`src/rtl/mem_port_pkg.sv`:
```
// Shared types for the memory request port: FSM states, default widths and
// the request entry that travels through the request FIFO.
package mem_port_pkg;

  localparam int unsigned MP_AW = 16;
  localparam int unsigned MP_DW = 16;

  typedef enum logic [1:0] {
    IDLE,
    ISSUE,
    RESP
  } state_e;

  typedef struct packed {
    logic             we;
    logic [MP_AW-1:0] addr;
    logic [MP_DW-1:0] wdata;
  } req_entry_t;

endpackage

```
`src/rtl/req_fifo.sv`:
```
// Request FIFO for mem_req_port: DEPTH entries (power of two), count 0..DEPTH,
// head visible on rdata_o while not empty.
module req_fifo
  import mem_port_pkg::*;
#(
  parameter int unsigned DEPTH = 4
) (
  input  logic                     clk,
  input  logic                     rst_n,
  input  logic                     push_i,
  input  req_entry_t               wdata_i,
  input  logic                     pop_i,
  output req_entry_t               rdata_o,
  output logic                     full_o,
  output logic                     empty_o,
  output logic [$clog2(DEPTH):0]   count_o
);

  localparam int unsigned PW = $clog2(DEPTH);

  req_entry_t          mem_q [DEPTH];
  logic [PW-1:0]       wr_ptr_q;
  logic [PW-1:0]       rd_ptr_q;
  logic [PW:0]         count_q;
  logic                push_ok;
  logic                pop_ok;

  assign full_o  = (count_q == (PW+1)'(DEPTH));
  assign empty_o = (count_q == '0);
  assign count_o = count_q;
  assign rdata_o = mem_q[rd_ptr_q];

  assign push_ok = push_i && !full_o;
  assign pop_ok  = pop_i && !empty_o;

  // NOTE: storage is deliberately not reset; only pointers and count define
  // validity, so clearing the array would just cost reset fan-out.
  always_ff @(posedge clk) begin
    if (push_ok) begin
      mem_q[wr_ptr_q] <= wdata_i;
    end
  end

  // Pointers are exactly PW bits wide, so the increment wraps modulo DEPTH.
  always_ff @(posedge clk or negedge rst_n) begin
    if (!rst_n) begin
      wr_ptr_q <= '0;
      rd_ptr_q <= '0;
      count_q  <= '0;
    end else begin
      if (push_ok) wr_ptr_q <= wr_ptr_q + 1'b1;
      if (pop_ok)  rd_ptr_q <= rd_ptr_q + 1'b1;
      case ({push_ok, pop_ok})
        2'b10:   count_q <= count_q + 1'b1;
        2'b01:   count_q <= count_q - 1'b1;
        default: count_q <= count_q;
      endcase
    end
  end

endmodule

```
`src/rtl/mem_req_port.sv`:
```
// CPU-side memory request port: queues CPU loads/stores and issues them one at
// a time to the IO arbiter, returning load data to the CPU in order.
module mem_req_port
  import mem_port_pkg::*;
#(
  parameter int unsigned DEPTH = 4,
  parameter int unsigned AW    = MP_AW,
  parameter int unsigned DW    = MP_DW
) (
  input  logic          Clk,
  input  logic          reset_n,
  input  logic          cpu_req_valid,
  output logic          cpu_req_ready,
  input  logic          cpu_req_we,
  input  logic [AW-1:0] cpu_req_addr,
  input  logic [DW-1:0] cpu_req_wdata,
  output logic          cpu_rsp_valid,
  output logic [DW-1:0] cpu_rsp_rdata,
  input  logic          cpu_rsp_ready,
  output logic          io_write_req,
  output logic          io_read_req,
  output logic [AW-1:0] io_addr,
  output logic [DW-1:0] io_data,
  input  logic          io_done,
  input  logic [DW-1:0] io_rdata
);

  state_e                state_q, state_d;
  logic                  io_write_req_q, io_write_req_d;
  logic                  io_read_req_q, io_read_req_d;
  logic [AW-1:0]         io_addr_q, io_addr_d;
  logic [DW-1:0]         io_data_q, io_data_d;
  logic [DW-1:0]         rsp_rdata_q, rsp_rdata_d;

  req_entry_t            push_entry;
  req_entry_t            head;
  logic                  fifo_push;
  logic                  fifo_pop;
  logic                  fifo_full;
  logic                  fifo_empty;
  logic [$clog2(DEPTH):0] fifo_count;

  assign cpu_req_ready = !fifo_full;
  assign fifo_push     = cpu_req_valid && cpu_req_ready;
  assign push_entry    = '{we: cpu_req_we, addr: cpu_req_addr, wdata: cpu_req_wdata};

  req_fifo #(.DEPTH(DEPTH)) u_req_fifo (
    .clk     (Clk),
    .rst_n   (reset_n),
    .push_i  (fifo_push),
    .wdata_i (push_entry),
    .pop_i   (fifo_pop),
    .rdata_o (head),
    .full_o  (fifo_full),
    .empty_o (fifo_empty),
    .count_o (fifo_count)
  );

  // NOTE: every next-state signal takes its held value first, so no path
  // through the case below can leave one unassigned and infer a latch.
  always_comb begin
    state_d        = state_q;
    io_write_req_d = io_write_req_q;
    io_read_req_d  = io_read_req_q;
    io_addr_d      = io_addr_q;
    io_data_d      = io_data_q;
    rsp_rdata_d    = rsp_rdata_q;
    fifo_pop       = 1'b0;

    case (state_q)
      IDLE: begin
        if (fifo_count != '0) begin
          state_d        = ISSUE;
          io_write_req_d = head.we;
          io_read_req_d  = !head.we;
          io_addr_d      = head.addr;
          io_data_d      = head.wdata;
        end
      end
      ISSUE: begin
        // The head stays in the FIFO until the arbiter finishes with it.
        if (io_done) begin
          fifo_pop       = !fifo_empty;
          io_write_req_d = 1'b0;
          io_read_req_d  = 1'b0;
          if (io_read_req_q) begin
            rsp_rdata_d = io_rdata;
            state_d     = RESP;
          end else begin
            state_d = IDLE;
          end
        end
      end
      RESP: begin
        if (cpu_rsp_ready) state_d = IDLE;
      end
      default: state_d = IDLE;
    endcase
  end

  // NOTE: sequential state uses non-blocking assignments so every register
  // samples pre-edge values regardless of statement order.
  always_ff @(posedge Clk or negedge reset_n) begin
    if (!reset_n) begin
      state_q        <= IDLE;
      io_write_req_q <= 1'b0;
      io_read_req_q  <= 1'b0;
      io_addr_q      <= '0;
      io_data_q      <= '0;
      rsp_rdata_q    <= '0;
    end else begin
      state_q        <= state_d;
      io_write_req_q <= io_write_req_d;
      io_read_req_q  <= io_read_req_d;
      io_addr_q      <= io_addr_d;
      io_data_q      <= io_data_d;
      rsp_rdata_q    <= rsp_rdata_d;
    end
  end

  assign io_write_req  = io_write_req_q;
  assign io_read_req   = io_read_req_q;
  assign io_addr       = io_addr_q;
  assign io_data       = io_data_q;
  assign cpu_rsp_valid = (state_q == RESP);
  assign cpu_rsp_rdata = rsp_rdata_q;

endmodule

```
`config.mk`:
```
export PLATFORM = sky130hd
export DESIGN_NAME = mem_req_port
export DESIGN_NICKNAME = d
export VERILOG_FILES = /design/src/rtl/mem_port_pkg.sv /design/src/rtl/req_fifo.sv /design/src/rtl/mem_req_port.sv
export SDC_FILE = /design/constraint.sdc
export NUM_CORES = 1
export LEC_CHECK = 0
export CAP_MARGIN = 5
export CORE_MARGIN = 8
export CORE_UTILIZATION = 49
export DETAILED_ROUTE_END_ITERATION = 7
export HOLD_SLACK_MARGIN = 0.03
export PLACE_DENSITY_LB_ADDON = 0.12
export SLEW_MARGIN = 40
export SYNTH_ARGS = -nofsm -noshare
export SYNTH_HDL_FRONTEND = slang
export SYNTH_SLANG_ARGS = --single-unit
```
`constraint.sdc`:
```
create_clock -name Clk -period 2.4 [get_ports Clk]
set_clock_uncertainty 0.2 [all_clocks]
set_input_delay 0.48 -clock Clk [delete_from_list [all_inputs] [get_ports Clk]]
set_output_delay 0.48 -clock Clk [all_outputs]
set_load 0.1 [all_outputs]
```
# Word level (Yosys, flattened, before mapping)
# Memories as Yosys holds them, arrays and structs flattened.
# Index checks and enable logic that the tools add are counted.
# W data, S select, Z words.
# word_totals
elab_cells	52
regBits	59
output_inout_bits	52
input_bits	54
ram_bits	132
n_memories	1
# mem_list
name	depth	width	rd	rd_clocked_by_memory_dff	write_ports	line	source
u_req_fifo.mem_q	4	33	1	0	1	req_fifo.sv:21	req_entry_t mem_q [DEPTH];
# op_classes
mux	15
reduce_logical	15
n_addsub	4
n_eq_ne	8
# ops
cell	count
$reduce_and A3 Y1	3
$mux W2	4
$mux W1	7
$pmux W2 S3	1
$pmux W3 S2	1
$add A2 B1 Y2 const B	2
$eq A2 B1 Y1 const B	2
$eq A2 B2 Y1 const B	2
$ne A2 B2 Y1 const B	2
$pmux W1 S2	2
$reduce_bool A2 Y1	2
$add A3 B1 Y3 const B	1
$eq A3 B3 Y1 const B	1
$logic_and A1 B1 Y1	3
$logic_not A1 Y1	3
$logic_not A3 Y1	1
$reduce_bool A3 Y1	1
$sub A3 B1 Y3 const B	1
$logic_not A2 Y1	1
$ne A2 B1 Y1 const B	1
$reduce_and A2 Y1	1

# Logic depth before layout (Yosys ltp)
# Gate-level depths: netlist of the first run.
# logic_depth
word_depth	7
ltp_mapped	9
ltp_nobuf	9

# By module
# A second synthesis of the first run with hierarchy kept.
# hier_totals
hier_cells	333
hier_area_um2	7368.3
# modules_own_cells
mod	cells_each	area_per_inst_um2	seq_area_each_um2	instances
req_fifo	211	5237.5	4139.0	1
mem_req_port	122	2130.8	1301.2	1

# Worst setup path before layout of the first run
# OpenSTA, ideal clock, no wires.
# synth_timing
path_kind	register -> register
from	register u_req_fifo.count_q[0] (netlist: u_req_fifo.count_o[0])
to	register u_req_fifo.count_q[2] (netlist: u_req_fifo.count_o[2])
path_buffers	0
setup_ps	79
t_required_ps	2121
synth_period_minus_slack_ps	2846
path_slack_ps	-446
path_stages_with_launch	10
arrival_ps	2566
cell_sequence	dfrtp_1 > or3b_1 > and2_1 > inv_1 > ha_1 > inv_1 > fa_1 > xor2_1 > nor2_1 > xor2_1
# synth_via
elab_cells_between_ends	15
cone_classes	add/sub: 2; eq/ne: 3; mux: 3; reduce/logical: 7
# synth_rtl
item	line	source
from (decl)	req_fifo.sv:24	logic [PW:0] count_q;
from (signal assigned)	req_fifo.sv:54	2'b10: count_q <= count_q + 1'b1;
from (signal assigned)	req_fifo.sv:55	2'b01: count_q <= count_q - 1'b1;
from (signal assigned)	req_fifo.sv:56	default: count_q <= count_q;
$eq A3 B3 Y1 *	req_fifo.sv:28	assign full_o = (count_q == (PW+1)'(DEPTH));
$logic_not A1 Y1 *	mem_req_port.sv:43	assign cpu_req_ready = !fifo_full;
via cpu_req_ready	mem_req_port.sv:13	output logic cpu_req_ready,
$logic_and A1 B1 Y1	mem_req_port.sv:44	assign fifo_push = cpu_req_valid && cpu_req_ready;
$logic_and A1 B1 Y1 *	req_fifo.sv:33	assign push_ok = push_i && !full_o;
$eq A2 B1 Y1 / $eq A2 B2 Y1 (equally long branches)	req_fifo.sv:53	case ({push_ok, pop_ok})
$pmux W3 S2 / $reduce_bool A2 Y1 (equally long branches)	-	
# The timed path passes the listed nets; every way through them passes the cells marked *.
# A chain may end at the register's enable or synchronous reset.

# Final worst setup path of the first run
# layout_timing
from	register u_req_fifo.count_q[0] (netlist: u_req_fifo.count_o[0])
to	register u_req_fifo.count_q[2] (netlist: u_req_fifo.count_o[2])
# layout_via
elab_chain_cells	7
elab_cells_between_ends	15
cone_classes	add/sub: 2; eq/ne: 3; mux: 3; reduce/logical: 7
# layout_lines
item	line	source
$logic_not A3 Y1	req_fifo.sv:29	assign empty_o = (count_q == '0);
$logic_not A1 Y1	req_fifo.sv:34, mem_req_port.sv:83	
$mux W1	mem_req_port.sv:82	if (io_done) begin
$mux W1	mem_req_port.sv:70	case (state_q)
$logic_and A1 B1 Y1	req_fifo.sv:34	assign pop_ok = pop_i && !empty_o;
$eq A2 B1 Y1 / $eq A2 B2 Y1 (equally long branches)	req_fifo.sv:53	
$pmux W3 S2 / $reduce_bool A2 Y1 (equally long branches)	-	
# Several ways; a longest one is shown, not always the timed one.

==> metrics.yaml, run 1 <==
hold_critical_path_endpoint: "cpu_rsp_rdata[5]"
yosys.cell_count.top_type: "sky130_fd_sc_hd__edfxtp_1"
reg2reg_to: "u_req_fifo.count_o[2]"
post_synth_inst_count: 328
via_per_inst: 5.27
postRouteAntennaNets: 0
cts_num_sinks: 191
grt_use_total_pct: 14.4
reg2reg_setup_slack_ns: 0.1
ys_seq_area_share_pct: 73.6
dr.pass1.iters: 4
n_antenna_cell: 0
crit_type: "register to register"
buffer_cell_driving_the_clock_tree_root: "sky130_fd_sc_hd__clkbuf_16"
critical_path_arrival_ns: 2.45
worst_r2r_startpoint: "u_req_fifo.count_o[0]"
final-max-slew-violation-count: 0
placedInstanceArea_mm2: 0.00866
area_delta_synth_final_pct: 25.4
synth_xor_area_share_pct: 0.711
finalSetupViolCount: 0
max-cap-violations: 0
ys_ff_latch: 191
post-route-min-period_ns: 2.30
synth_top_area_share_pct: 53.6
synth_fp_nets: 388
synth-compound-area-share_pct: 0.135
worst_hold_startpoint: "cpu_rsp_rdata[5]"
detail_route.drc_violations: 0
floorplan.rows: 45
cp-start-kind: "register"
holdPathStages: 1
worst_ep_required_time_ns: 2.54
insertion_delay_of_the_later_clocked_pin_in_the_worst_skew_pair_ns: 0.42
die_width_um: 139
clk_pin_slew_worst_paths_ns: 0.07
min_period_over_period_pct: 96.0
synth_warnings: 0
yosys.area_share.adder_pct: 1.12
core_area_mm2: 0.0150
final_design_area_no_fill_mm2: 0.00927
grt_antenna_before_repair: 0
grt_first_pass_wirelength_mm: 21.2
cts-buffers-inserted: 17
cts_htree_levels: 4
gp_routability_congestion: 0.685
reg2regPathDepth: 9
fin_tns_setup_ns: 0
timing.max_slew.rel_slack_pct: 51.9
yosys-top-cells-area: "sky130_fd_sc_hd__edfxtp_1 (54%), sky130_fd_sc_hd__dfrtp_1 (20%), sky130_fd_sc_hd__mux4_1 (10%)"
final_nets: 517
vias: 3465
status: "finished, final reports clean"
initialDrtViolationCount: 149
grt_setup_unrepaired: "no"
global_route.overflow_total: 0
endpoint_kind: "register"
totalWireLength_mm: 13.2
drt-wirelength-per-cell_um: 20.1
postCtsResizedCells: 0
synth_simple_gate_area_share_pct: 1.47
post-dp-hpwl_mm: 8.00
synth_async_sr_flop_share_pct: 30.9
floorplan.die_area_mm2: 0.0193
yosys_most_used_dff: "sky130_fd_sc_hd__edfxtp_1"
first_global_vias: 3871
buffer_ports.inserted: 105
timing.fmax_mhz: 434
worstHoldPathType: "register to register"
grt_max_degree: 54
yosysUniqueCellTypes: 28
post_route_cells_drive_above_1_share_pct: 35.5
die-height_um: 139
final_hold_viol_count: 0
worst-path-max-fanout: 6
multiplexer_share_of_the_synthesized_area_pct: 20.7
post_synth.cell_area_avg_um2: 22.5
synth_edf_count: 132
synth_top_family_by_area: "multiplexers"
boundaryPins: 106
worst-slew-pin-transition_ns: 0.721
netlist_area_mm2: 0.00739
ys_top_cells_by_count: "sky130_fd_sc_hd__edfxtp_1 (132), sky130_fd_sc_hd__dfrtp_1 (59), sky130_fd_sc_hd__mux4_1 (28)"
cts.path.max_buffers: 2
initial_utilization_pct: 49.4
synth_top_area_cell: "sky130_fd_sc_hd__edfxtp_1"
tritoncts: "done"
routing by layer:
layer / vias to the layer above / part of all wire (%) / global-route usage (%)
met2: 70 / 52 / 24.0
li1: 1579 / - / -
met1: 1806 / 43 / 17.3
met3: 10 / 4.3 / 4.68
met4: 0 / 0.82 / 5.37
met5: - / 0 / 0
cell usage in the layout, fill, tap and decap left out, types with 3 or more instances in the layout:
master and instances:
sky130_fd_sc_hd__mux2i_1 3, sky130_fd_sc_hd__mux4_1 28, sky130_fd_sc_hd__mux2_2 22, sky130_fd_sc_hd__edfxtp_1 132, sky130_fd_sc_hd__mux4_2 5, sky130_fd_sc_hd__buf_12 9, sky130_fd_sc_hd__and3_2 4, sky130_fd_sc_hd__clkinv_4 4
sky130_fd_sc_hd__clkbuf_16 17, sky130_fd_sc_hd__inv_6 4, sky130_fd_sc_hd__ha_1 4, sky130_fd_sc_hd__buf_4 61, sky130_fd_sc_hd__dfrtp_1 57, sky130_fd_sc_hd__clkdlybuf4s50_1 52, sky130_fd_sc_hd__xor2_1 4, sky130_fd_sc_hd__inv_1 6
sky130_fd_sc_hd__mux2_4 27
kinds of logic after synthesis:
family / count (synthesis)
AOI/OAI and AO/OA: 2
muxes: 85
and+or+nand+nor: 17
DFF: 191
xor gates and xnor gates: 6
adders and majority gates: 6
buffers and inverters: 21
timing repair:
action,CTS,global route
hold buffers,1,0
setup endpoints to repair,0,1
hold endpoints to repair,52,0
setup buffers,0,2
worst max-delay path by stage:
stage | from | to | slack (ns)
2_1_floorplan | u_req_fifo.count_o[0] | u_req_fifo.count_o[2] | 0.005
3_3_place_gp | io_done | u_req_fifo.count_o[2] | -0.14
3_5_place_dp | io_done | u_req_fifo.count_o[2] | -0.21
4_1_cts | u_req_fifo.count_o[0] | u_req_fifo.count_o[2] | 0.06
5_1_grt | u_req_fifo.count_o[0] | u_req_fifo.count_o[2] | 0.01
6_report | u_req_fifo.count_o[0] | u_req_fifo.count_o[2] | 0.1
critical path, stage by stage (launching register included):
cell	delay (ns)
sky130_fd_sc_hd__dfrtp_1	0.41
sky130_fd_sc_hd__or3b_4	0.45
sky130_fd_sc_hd__and2_4	0.17
sky130_fd_sc_hd__inv_2	0.06
sky130_fd_sc_hd__ha_4	0.12
sky130_fd_sc_hd__inv_2	0.04
sky130_fd_sc_hd__fa_2	0.34
sky130_fd_sc_hd__xor2_1	0.14
sky130_fd_sc_hd__nor2_1	0.14
sky130_fd_sc_hd__xor2_1	0.15
final cells by class:
cell class	count	area, um^2
Multi-Input combinational cell	116	1810
Inverter	8	30.0
Timing Repair Buffer	123	1170
Fill cell	1086	5700
Clock inverter	14	156
Tap cell	188	235
Sequential cell	191	5440
Clock buffer	18	429
state kept, by name, summed over array words and instances (netlist names):
| signal | flops |
|---|---|
| io_data | 16 |
| state_q | 2 |
| io_write_req | 1 |
| u_req_fifo.mem_q | 132 |
| u_req_fifo.count_o | 3 |
| io_addr | 16 |
| u_req_fifo.wr_ptr_q | 2 |
| cpu_rsp_rdata | 16 |
| io_read_req | 1 |
| u_req_fifo.rd_ptr_q | 2 |
per-stage QoR:
step / hold WS, ns / cells / utilization (%) / setup slack, ns
2_1_floorplan: -0.0156 / 328 / - / 0.00495
3_3_place_gp: 0.269 / 623 / 57.8 / -0.137
3_5_place_dp: 0.295 / 623 / 57.8 / -0.213
4_1_cts: 0.310 / 656 / 61.8 / 0.0563
5_1_grt: 0.324 / 658 / 61.9 / 0.0111
6_report: 0.309 / 658 / 61.9 / 0.0963
Power of run 1 is not shown: default switching activity piles up to over one toggle a cycle in this logic, so the estimate is an artifact.
==> run 2: changes to the inputs <==
- GPL_TIMING_DRIVEN: not set -> 0
==> metrics.yaml, run 2 (synthesis gave the netlist of run 1 again) <==
clk_pin_slew_worst_paths_ns: 0.07
boundaryPins: 106
die_width_um: 139
worst-slew-pin-transition_ns: 0.629
layout_commonest_cell: "sky130_fd_sc_hd__edfxtp_1"
timing.max_slew.rel_slack_pct: 58.1
post-route-min-period_ns: 2.27
dr.pass1.iters: 4
reg2regPathDepth: 9
n_antenna_cell: 0
first_global_vias: 3743
die-height_um: 139
fillerInstances: 1061
initial_utilization_pct: 49.4
postRouteAntennaNets: 0
buffer_cell_driving_the_clock_tree_root: "sky130_fd_sc_hd__clkbuf_16"
cp_cell_sequence: "or3b_4 > and2_4 > inv_2 > ha_4 > inv_2 > fa_2 > xor2_1 > nor2_1 > xor2_1"
multi_input_gate_area_in_the_final_layout_mm2: 0.00183
final_hold_viol_count: 0
worst-path-max-fanout: 6
tritoncts: "done"
worst_ep_required_time_ns: 2.56
floorplan.die_area_mm2: 0.0193
fin_tns_setup_ns: 0
floorplan.rows: 45
gp_routability_congestion: 0.673
route.top_layer_used: "met4"
worstHoldPathType: "input port to asynchronous set/reset pin"
final_design_area_no_fill_mm2: 0.00917
status: "finished, final reports clean"
vias: 3474
critical_path_arrival_ns: 2.43
mostFrequentLayoutCells: "sky130_fd_sc_hd__edfxtp_1 (132), sky130_fd_sc_hd__dfrtp_1 (59), sky130_fd_sc_hd__buf_2 (54), sky130_fd_sc_hd__clkdlybuf4s50_1 (52), sky130_fd_sc_hd__mux4_1 (28)"
grt_first_pass_wirelength_mm: 20.7
flip_flop_count_of_the_largest_register_all_copies_and_words_added: 132
buffer_ports.inserted: 105
core_area_mm2: 0.0150
cts_num_sinks: 191
post_route_cells_drive_above_1_share_pct: 34.7
insertion_delay_of_the_later_clocked_pin_in_the_worst_skew_pair_ns: 0.43
reg2reg_setup_slack_ns: 0.13
max_flop_register: "u_req_fifo.mem_q"
detail_route.drc_violations: 0
drt-wirelength-per-cell_um: 20.2
final-max-slew-violation-count: 0
place_inst: 626
finalSetupViolCount: 0
max-cap-violations: 0
worst_r2r_startpoint: "u_req_fifo.count_o[0]"
placedInstanceArea_mm2: 0.00856
crit_type: "register to register"
min_period_over_period_pct: 94.7
reg2reg_to: "u_req_fifo.count_o[2]"
endpoint_kind: "register"
via_per_inst: 5.26
totalWireLength_mm: 13.3
seqCellArea_mm2: 0.00544
cts_htree_levels: 4
cp-start-kind: "register"
cts-buffers-inserted: 17
grt_antenna_before_repair: 0
fin_cells: 660
grt_max_degree: 40
cp_slowest_cell: "sky130_fd_sc_hd__or3b_4"
grt_use_total_pct: 14.5
final_core_utilization_pct: 61.3
routedLengthMet1_mm: 5.80
global_route.overflow_total: 0
critical-path-max-stage-delay_ns: 0.44
timing.fmax_mhz: 440
final_nets: 519
routed-wl-met2_mm: 6.89
post-dp-hpwl_mm: 8.70
cts.path.max_buffers: 2
area_delta_synth_final_pct: 24.1
initialDrtViolationCount: 165
detailroute.wirelength.met3_um: 432
[run 2: cell count changes in the layout (fill, tap and decap cells not counted), sizes merged]
cell,delta
clkinvlp,+3
bufinv,+1
inv,-4
clkbuf,+3
buf,-1
[run 2: worst max-delay path: cells and delay by family, from the launching register on]
kind                       cells  cell delay [ns]
xor gates and xnor gates       2             0.30
adders and majority gates      2             0.47
buffers and inverters          2             0.10
DFF                            1             0.41
and+or+nand+nor                3             0.72
[run 2: how the worst max path moves through the flow]
| stage | slack, ns | cells past startpoint | start | endpoint |
|---|---|---|---|---|
| after floorplan | 0.005 | 9 | u_req_fifo.count_o[0] | u_req_fifo.count_o[2] |
| after global placement | -1.46 | 1 | reset_n | io_addr[12] |
| after detailed placement | -0.33 | 9 | io_done | u_req_fifo.count_o[2] |
| after CTS | 0.09 | 9 | u_req_fifo.count_o[0] | u_req_fifo.count_o[2] |
| after global routing | -0.003 | 9 | u_req_fifo.count_o[0] | u_req_fifo.count_o[2] |
| final | 0.13 | 9 | u_req_fifo.count_o[0] | u_req_fifo.count_o[2] |
[run 2: area by class of cell]
| cell class | count | share of cell area [%] |
|---|---|---|
| buffer | 13 | 1.50 |
| clock buffer | 18 | 4.68 |
| clock inverter | 14 | 1.83 |
| inverter | 8 | 0.327 |
| multi-input combinational | 116 | 19.9 |
| sequential | 191 | 59.3 |
| tap | 188 | 2.56 |
| timing repair buffer | 112 | 9.87 |
[run 2: metrics by stage]
stage | setup WS [ns] | hold WS (ns)
floorplan | 0.00495 | -0.0156
global placement | -1.46 | 0.274
detailed placement | -0.332 | 0.194
CTS | 0.0890 | 0.276
global route | -0.00304 | 0.307
finish | 0.128 | 0.278
[run 2: metal layers]
metal | vias up | global-route usage, %
met5 | - | 0
met4 | 0 | 6.70
met3 | 16 | 4.13
met2 | 65 | 24.1
met1 | 1813 | 17.2
li1 | 1580 | -
[run 2: repair_timing]
| item | 4_1_cts | 5_1_grt |
|---|---|---|
| endpoints found under the hold margin | 20 | 0 |
| hold buffers | 1 | 0 |
| buffers inserted | 0 | 1 |
| resized for setup | 0 | 1 |
| setup endpoints to repair | 0 | 1 |
Power of run 2 is left out for the same reason.
==> run 3: changes to the inputs <==
- CORE_MARGIN: 8 -> not set
- REMOVE_ABC_BUFFERS: not set -> 1
==> metrics.yaml, run 3 (synthesis gave the netlist of run 1 again) <==
status: "complete, but fails checks"
violated_checks: "DRC"
fin_cells: 651
cts_num_sinks: 191
critical-path-max-stage-delay_ns: 0.41
max-cap-violations: 0
min_period_over_period_pct: 97.7
cts_htree_levels: 4
preCtsSetupSlack_ns: -0.318
cts-buffers-inserted: 17
flip_flop_count_of_the_largest_register_all_copies_and_words_added: 132
insertion_delay_of_the_later_clocked_pin_in_the_worst_skew_pair_ns: 0.43
post-dp-hpwl_mm: 7.78
max_flop_register: "u_req_fifo.mem_q"
grt_first_pass_wirelength_mm: 20.3
final_hold_viol_count: 0
core_area_mm2: 0.0146
timing.final.ws_setup_ns: 0.0541
fillerInstances: 1006
grt_use_total_pct: 17.9
initialDrtViolationCount: 141
cp_cell_sequence: "or3b_4 > buf_4 > clkbuf_4"
final_nets: 514
floorplan.die_area_mm2: 0.0156
drt-wirelength-per-cell_um: 19.8
global_route.overflow_total: 0
place_inst: 611
grt_max_degree: 36
worstHoldPathType: "input port to asynchronous set/reset pin"
grt_antenna_before_repair: 0
endpoint_kind: "output port"
boundaryPins: 106
worst-path-max-fanout: 5
crit_type: "register to output port"
fin_tns_setup_ns: 0
post_route_cells_drive_above_1_share_pct: 35.1
worst_ep_required_time_ns: 1.72
cp_slowest_cell: "sky130_fd_sc_hd__dfrtp_1"
first_global_vias: 3623
totalWireLength_mm: 12.9
finalSetupViolCount: 0
cp-start-kind: "register"
vias: 3482
timing.max_slew.rel_slack_pct: 63.0
critical_path_arrival_ns: 1.67
gp_routability_congestion: 0.679
post-route-min-period_ns: 2.35
placedInstanceArea_mm2: 0.00847
via_per_inst: 5.35
initial_utilization_pct: 50.5
dr.pass1.iters: 6
buffer_cell_driving_the_clock_tree_root: "sky130_fd_sc_hd__clkbuf_16"
floorplan.rows: 44
final_design_area_no_fill_mm2: 0.00921
grt_setup_unrepaired: "yes"
area_delta_synth_final_pct: 24.6
detail_route.drc_violations: 24
postRouteAntennaNets: 0
timing.fmax_mhz: 426
layout_commonest_cell: "sky130_fd_sc_hd__edfxtp_1"
cts.path.max_buffers: 2
tritoncts: "done"
clk_pin_slew_worst_paths_ns: 0.07
die-height_um: 125
buffer_ports.inserted: 105
die_width_um: 125
worst-slew-pin-transition_ns: 0.553
mostFrequentLayoutCells: "sky130_fd_sc_hd__edfxtp_1 (132), sky130_fd_sc_hd__dfrtp_1 (57), sky130_fd_sc_hd__clkdlybuf4s50_1 (52), sky130_fd_sc_hd__buf_2 (51), sky130_fd_sc_hd__mux4_1 (28)"
final-max-slew-violation-count: 0
n_antenna_cell: 0
## run 3: final cells by class
type / count / area [um^2] / area share [%]
clock buffer: 19 / 454 / 4.93
tap: 184 / 230 / 2.50
clock inverter: 13 / 206 / 2.24
timing repair buffer: 120 / 1020 / 11.1
inverter: 8 / 30.0 / 0.326
multi-input combinational: 116 / 1820 / 19.8
sequential: 191 / 5450 / 59.1
## run 3: final timing paths
path / slack (ns) / cells after the start / end / startpoint
worst max-delay path: 0.05 / 3 / cpu_req_ready / u_req_fifo.count_o[1]
worst min-delay path: 0.29 / 2 / u_req_fifo.count_o[0] / reset_n
worst max register to register: 0.08 / 9 / u_req_fifo.count_o[2] / u_req_fifo.count_o[1]
worst min register to register: 0.30 / 1 / cpu_rsp_rdata[14] / cpu_rsp_rdata[14]
max in group asynchronous: 1.23 / 3 / io_addr[14] / reset_n
min in group Clk: 0.30 / 1 / cpu_rsp_rdata[14] / cpu_rsp_rdata[14]
## run 3: through the flow
| step | util (%) | hold WS, ns |
|---|---|---|
| final | 62.9 | 0.286 |
| after global placement | 58.3 | 0.273 |
| after detailed placement | 57.8 | 0.168 |
| after CTS | 62.5 | 0.284 |
| after floorplan | - | -0.0156 |
| after global routing | 62.9 | 0.299 |
## run 3: timing repair
action,CTS,global route
hold endpoints to repair,48,0
pin swaps,0,4
hold buffers,1,0
setup buffers,1,6
setup endpoints to repair,1,1
resized for setup,2,3
## run 3: worst max-delay path, delay by kind of cell, from the launching register on
family	cells	cell delay, ns
and+or+nand+nor	1	0.41
DFF	1	0.41
buffers and inverters	2	0.42
## run 3: metal layers
layer	vias up	wire (um)	GRT usage, %
li1	1565	-	-
met1	1803	5740	23.7
met2	102	6270	28.2
met3	12	718	5.07
met4	0	154	7.32
met5	-	0	0
Power of run 3 is left out for the same reason.
